<file path="src/rtl/hexbus_pkg.sv">
// Shared hexbus return-path definitions: nibble-code flags, idle word and code type.
package hexbus_pkg;

    localparam logic HB_NIB_HDR_FLAG = 1'b1;
    localparam logic HB_NIB_DAT_FLAG = 1'b0;

    localparam logic [33:0] HB_IDLE_WORD = 34'h3_6000_0000;

    typedef logic [4:0] hb_nib_t;

    function automatic hb_nib_t hb_hdr_code(input logic [1:0] cmd);
        return {HB_NIB_HDR_FLAG, 2'b00, cmd};
    endfunction

    function automatic hb_nib_t hb_dat_code(input logic [3:0] hex);
        return {HB_NIB_DAT_FLAG, hex};
    endfunction

endpackage

</file>
<file path="src/rtl/hbnib_lzc.sv">
// Leading-zero-nibble counter; result capped at NN-1 so at least one data nibble survives.
module hbnib_lzc #(
    parameter int unsigned DW = 32,
    parameter int unsigned CW = 4
) (
    input  logic [DW-1:0] data_i,
    output logic [CW-1:0] lz_c_o
);

    localparam int unsigned NN = DW / 4;

    logic [CW-1:0] lz;
    logic          found;

    // Only the top NN-1 nibbles are inspected, which gives the cap for free.
    always_comb begin
        lz    = '0;
        found = 1'b0;
        for (int i = int'(NN) - 1; i >= 1; i--) begin
            if (!found && data_i[4*i +: 4] == 4'h0) begin
                lz = lz + CW'(1);
            end else begin
                found = 1'b1;
            end
        end
    end

    assign lz_c_o = lz;

endmodule

</file>
<file path="src/rtl/hbnibbler.sv">
// Hexbus word-to-nibble serialiser: one header code then data codes, MS nibble first.
// Optional leading-zero suppression via HBNIBBLER_ZERO_SUPPRESS_EN.
module hbnibbler
    import hexbus_pkg::*;
#(
    parameter int unsigned DW = 32
) (
    input  logic          i_clk,
    input  logic          i_reset,
    input  logic          i_stb,
    input  logic [DW+1:0] i_word,
    output logic          o_busy,
    output logic          o_nib_stb,
    output logic [4:0]    o_nib,
    input  logic          i_nib_busy
);

    localparam int unsigned NN = DW / 4;
    localparam int unsigned CW = $clog2(NN + 1);

    logic [DW-1:0] sreg_q, sreg_d;
    logic [CW-1:0] count_q, count_d;
    logic          nib_stb_q, nib_stb_d;
    hb_nib_t       nib_q, nib_d;

    logic          accept;
    logic [DW-1:0] load_sreg;
    logic [CW-1:0] load_count;

`ifdef HBNIBBLER_ZERO_SUPPRESS_EN
    logic [CW-1:0] lz;

    hbnib_lzc #(
        .DW (DW),
        .CW (CW)
    ) u_lzc (
        .data_i (i_word[DW-1:0]),
        .lz_c_o (lz)
    );

    assign load_count = CW'(NN) - lz;
    assign load_sreg  = i_word[DW-1:0] << {lz, 2'b00};
`else
    assign load_count = CW'(NN);
    assign load_sreg  = i_word[DW-1:0];
`endif

    assign o_busy = nib_stb_q && (i_nib_busy || count_q != '0);
    assign accept = i_stb && !o_busy;

    // Advance and accept are mutually exclusive: advancing implies o_busy.
    always_comb begin
        sreg_d    = sreg_q;
        count_d   = count_q;
        nib_stb_d = nib_stb_q;
        nib_d     = nib_q;
        if (nib_stb_q && !i_nib_busy && count_q != '0) begin
            nib_d   = hb_dat_code(sreg_q[DW-1 -: 4]);
            sreg_d  = sreg_q << 4;
            count_d = count_q - CW'(1);
        end else if (accept) begin
            nib_stb_d = 1'b1;
            nib_d     = hb_hdr_code(i_word[DW+1:DW]);
            sreg_d    = load_sreg;
            count_d   = load_count;
        end else if (nib_stb_q && !i_nib_busy) begin
            nib_stb_d = 1'b0;
        end
    end

    always_ff @(posedge i_clk or posedge i_reset) begin
        if (i_reset) begin
            sreg_q    <= '0;
            count_q   <= '0;
            nib_stb_q <= 1'b0;
            nib_q     <= '0;
        end else begin
            sreg_q    <= sreg_d;
            count_q   <= count_d;
            nib_stb_q <= nib_stb_d;
            nib_q     <= nib_d;
        end
    end

    assign o_nib_stb = nib_stb_q;
    assign o_nib     = nib_q;

endmodule

</file>
<file path="config.mk">
export PLATFORM = sky130hd
export DESIGN_NAME = hbnibbler
export DESIGN_NICKNAME = d
export VERILOG_FILES = /design/src/rtl/hexbus_pkg.sv /design/src/rtl/hbnib_lzc.sv /design/src/rtl/hbnibbler.sv
export SDC_FILE = /design/constraint.sdc
export NUM_CORES = 1
export LEC_CHECK = 0
export CORE_MARGIN = 10
export CORE_UTILIZATION = 40
export CTS_CLUSTER_SIZE = 30
export DETAILED_ROUTE_END_ITERATION = 10
export PLACE_DENSITY_LB_ADDON = 0.1
export REMOVE_ABC_BUFFERS = 1
export SLEW_MARGIN = 20
export SYNTH_ARGS = -nofsm -noshare
export SYNTH_HDL_FRONTEND = slang
export SYNTH_HIERARCHICAL = 1
export SYNTH_SLANG_ARGS = --single-unit
</file>
<file path="constraint.sdc">
create_clock -name i_clk -period 2.7 [get_ports i_clk]
set_input_delay 0.54 -clock i_clk [delete_from_list [all_inputs] [get_ports i_clk]]
set_output_delay 0.54 -clock i_clk [all_outputs]
set_load 0.05 [all_outputs]
</file>
==> run metrics <==
status completed; hold buffers post-CTS 0; Synth top cells by count dfrtp_1, nor3b_1, a221o_1; slew margin rel. between 60 and 70%; max-cap viol count 0; sw power 0.9859 mW; Fillers 426; Hold Path Stages 1; Inst Count DP 271; Sequential Power Share around two fifths; Root Buffer clkbuf_8; Die Y between 90 and 100 microns; VDD IR-drop max roughly 650 uV; RSZ-0062 raised after global routing no; leading area contributor after synthesis dfrtp_1; CTS buffer count 5; top cells by area, synth dfrtp_1, a221o_1, nor3b_1; CTS tree done; Unique masters post-synth 34; most frequent cell after synthesis dfrtp_1; asr flop ratio synth 100.0%; setup_tns 0 ns; first-pass GRT wire length approximately 8.4 mm; DRT Pass-1 Iters 4; vias per cell 5.756; GP Congestion about 0.80; num rows 25; reg2reg setup slack ~0.72 ns; average routed wire per standard cell about 18 microns; Total Nets Final 250; total setup buffers inserted after CTS 0; Post-Route WL around 5 mm; via count ~1600; antenna cells 0; Worst-Margin Slew ~0.54 ns; Cell Int Power 1.667 mW; area of the multi-input gates between 800 and 900 sq um; CTS sink cnt 42; Fmax 424.0 MHz; IO Pins 45; Core Area 4786 sq um; Hold Crit Class flip-flop to flip-flop; Pwr per Cell Area 1024 nW/um^2; Final Hold Fails 0; Clock Pin Slew Worst Setup and Hold Paths 0.07 ns; vias in the first global route between 1500 and 2000; Synth-to-Final Area Change 29.52%; FF/Latch Area about 1100 sq um; yosys warns 6; post-synth top area share between 50% and 60%; Resized cells post-CTS 0; Critical Path Source Type flip-flop; largest net degree at the start of global routing 44; critical path capture point type output port; Synth Flop Type dfrtp_1; Hold Slack 0.5126 ns; antenna violations before repair 0; critical path type flip-flop to output port; area of the mapped netlist approximately 2000 sq um; GRT Total Usage 12.24%; Worst Hold End o_nib[3]; clock latency on the worst-skew pair about 0.30 ns; Reg2Reg Capture Point sreg_q[9]; Finished Layout Cells ~280; Clock Skews 0.009027 ns; WP data arrival approximately 1.8 ns; DR iter-0 viols 93; initial core utilization 41.80%; Post-synth EDFFs 0; Final Setup Violations 0; ANT nets after route 0; Final Critical Period about 2.4 ns; Max Buffers Root-to-Sink 2; H-tree levels 2; R2R cell count 6; Overflow after GRT 0; Comb power frac roughly 43%; Tcrit/Tclk final between 80% and 90%; leakage about 1.0 nW; dpl hpwl about 3.4 mm; Avg Inst Size Synth roughly 12 sq um; Synth Register Bits 42; switching part of the total between 30% and 40%; Post-route DRC 0; Worst Path Required approximately 2.2 ns; worst r2r src count_q[0]; Port Buffers between 40 and 50; die area between 8000 and 9000 sq um; Final Max Tran Viols 0; register area share after synthesis 52.53%; Clock Power Share 15.8%; worst hold start sreg_q[31]; share of layout cells above drive strength 1 approximately a tenth; Die Wd 90.72 microns; cell count after synthesis 169; Max FO, Critical Path 8
==> registers in the layout, summed over array words and instances, names as in the netlist <==
name,count
count_q,4
o_nib,5
o_nib_stb,1
sreg_q,32
==> layout by cell type, fill, tap and decap left out, types with 6 or more instances in the layout <==
cell,n
a221o_1,22
buf_4,7
clkbuf_8,6
clkdlybuf4s50_1,43
dfrtp_1,42
inv_1,6
nor3b_1,23
o21ai_0,13
o221a_1,8
or3_1,8
==> power groups by stage <==
| stage | logic, mW | registers, mW | clock network [mW] |
|---|---|---|---|
| CTS | 1.16 | 1.09 | 0.429 |
| detailed placement | 1.16 | 1.09 | 0 |
| finish | 1.15 | 1.09 | 0.420 |
| global route | 1.25 | 1.12 | 0.461 |
| global placement | 1.12 | 1.08 | 0 |
| floorplan | 0.669 | 1.17 | 0 |
==> worst max-delay path, cell delays in order (launching register included) <==
cell and delay, ns:
dfrtp_1 0.39, inv_1 0.11, ha_1 0.30, nor4b_4 0.45, nor2_1 0.08, buf_4 0.20
==> per-stage QoR <==
stage | cell area, sq um | power (mW) | utilization [%] | setup WS (ns)
detailed placement | 2500 | 2.253 | 52.24 | 0.3508
finish | 2591 | 2.653 | 54.14 | 0.3415
global route | 2591 | 2.828 | 54.14 | 0.2080
CTS | 2591 | 2.674 | 54.14 | 0.3530
global placement | 2500 | 2.207 | 52.24 | 0.4118
floorplan | 1907 | 1.838 | - | 0.2796
==> worst max-delay path by stage <==
stage | slack, ns | to | from | depth (start not counted)
after floorplan | 0.28 | count_q[0] | count_q[0] | 5
after global placement | 0.41 | sreg_q[28] | i_stb | 4
after detailed placement | 0.35 | sreg_q[8] | i_stb | 5
after CTS | 0.35 | o_busy | count_q[0] | 5
after global routing | 0.21 | o_busy | count_q[0] | 5
final | 0.34 | o_busy | count_q[0] | 5
==> per-layer routing <==
metal	part of all wire (%)	wire, microns	GRT usage [%]
met1	49	2454	16.09
met3	4.6	230	3.907
met4	1.2	59	3.581
met2	46	2297	18.63
met5	0	0	0
==> layout make-up <==
cell class              count  share of cell area (%)
repair buffers             51                   19.41
multi-input cells         104                   32.25
inverters                   7                   1.014
well taps                  67                   3.235
clock inverters             1                  0.1931
clock buffers               7                   3.332
flip-flops and latches     42                   40.56
==> cells by family (layout without fill, tap and decap cells) <==
logic type      Yosys count  after routing  synth area share [%]
compound gates           57             57                 24.08
fa+ha+maj                 1              1                0.6253
buf+inv                  23             66                 6.003
flops                    42             42                 52.53
mux                       1              1                0.5628
simple gates             45             45                 16.20
(Power assumes the default switching activity.)
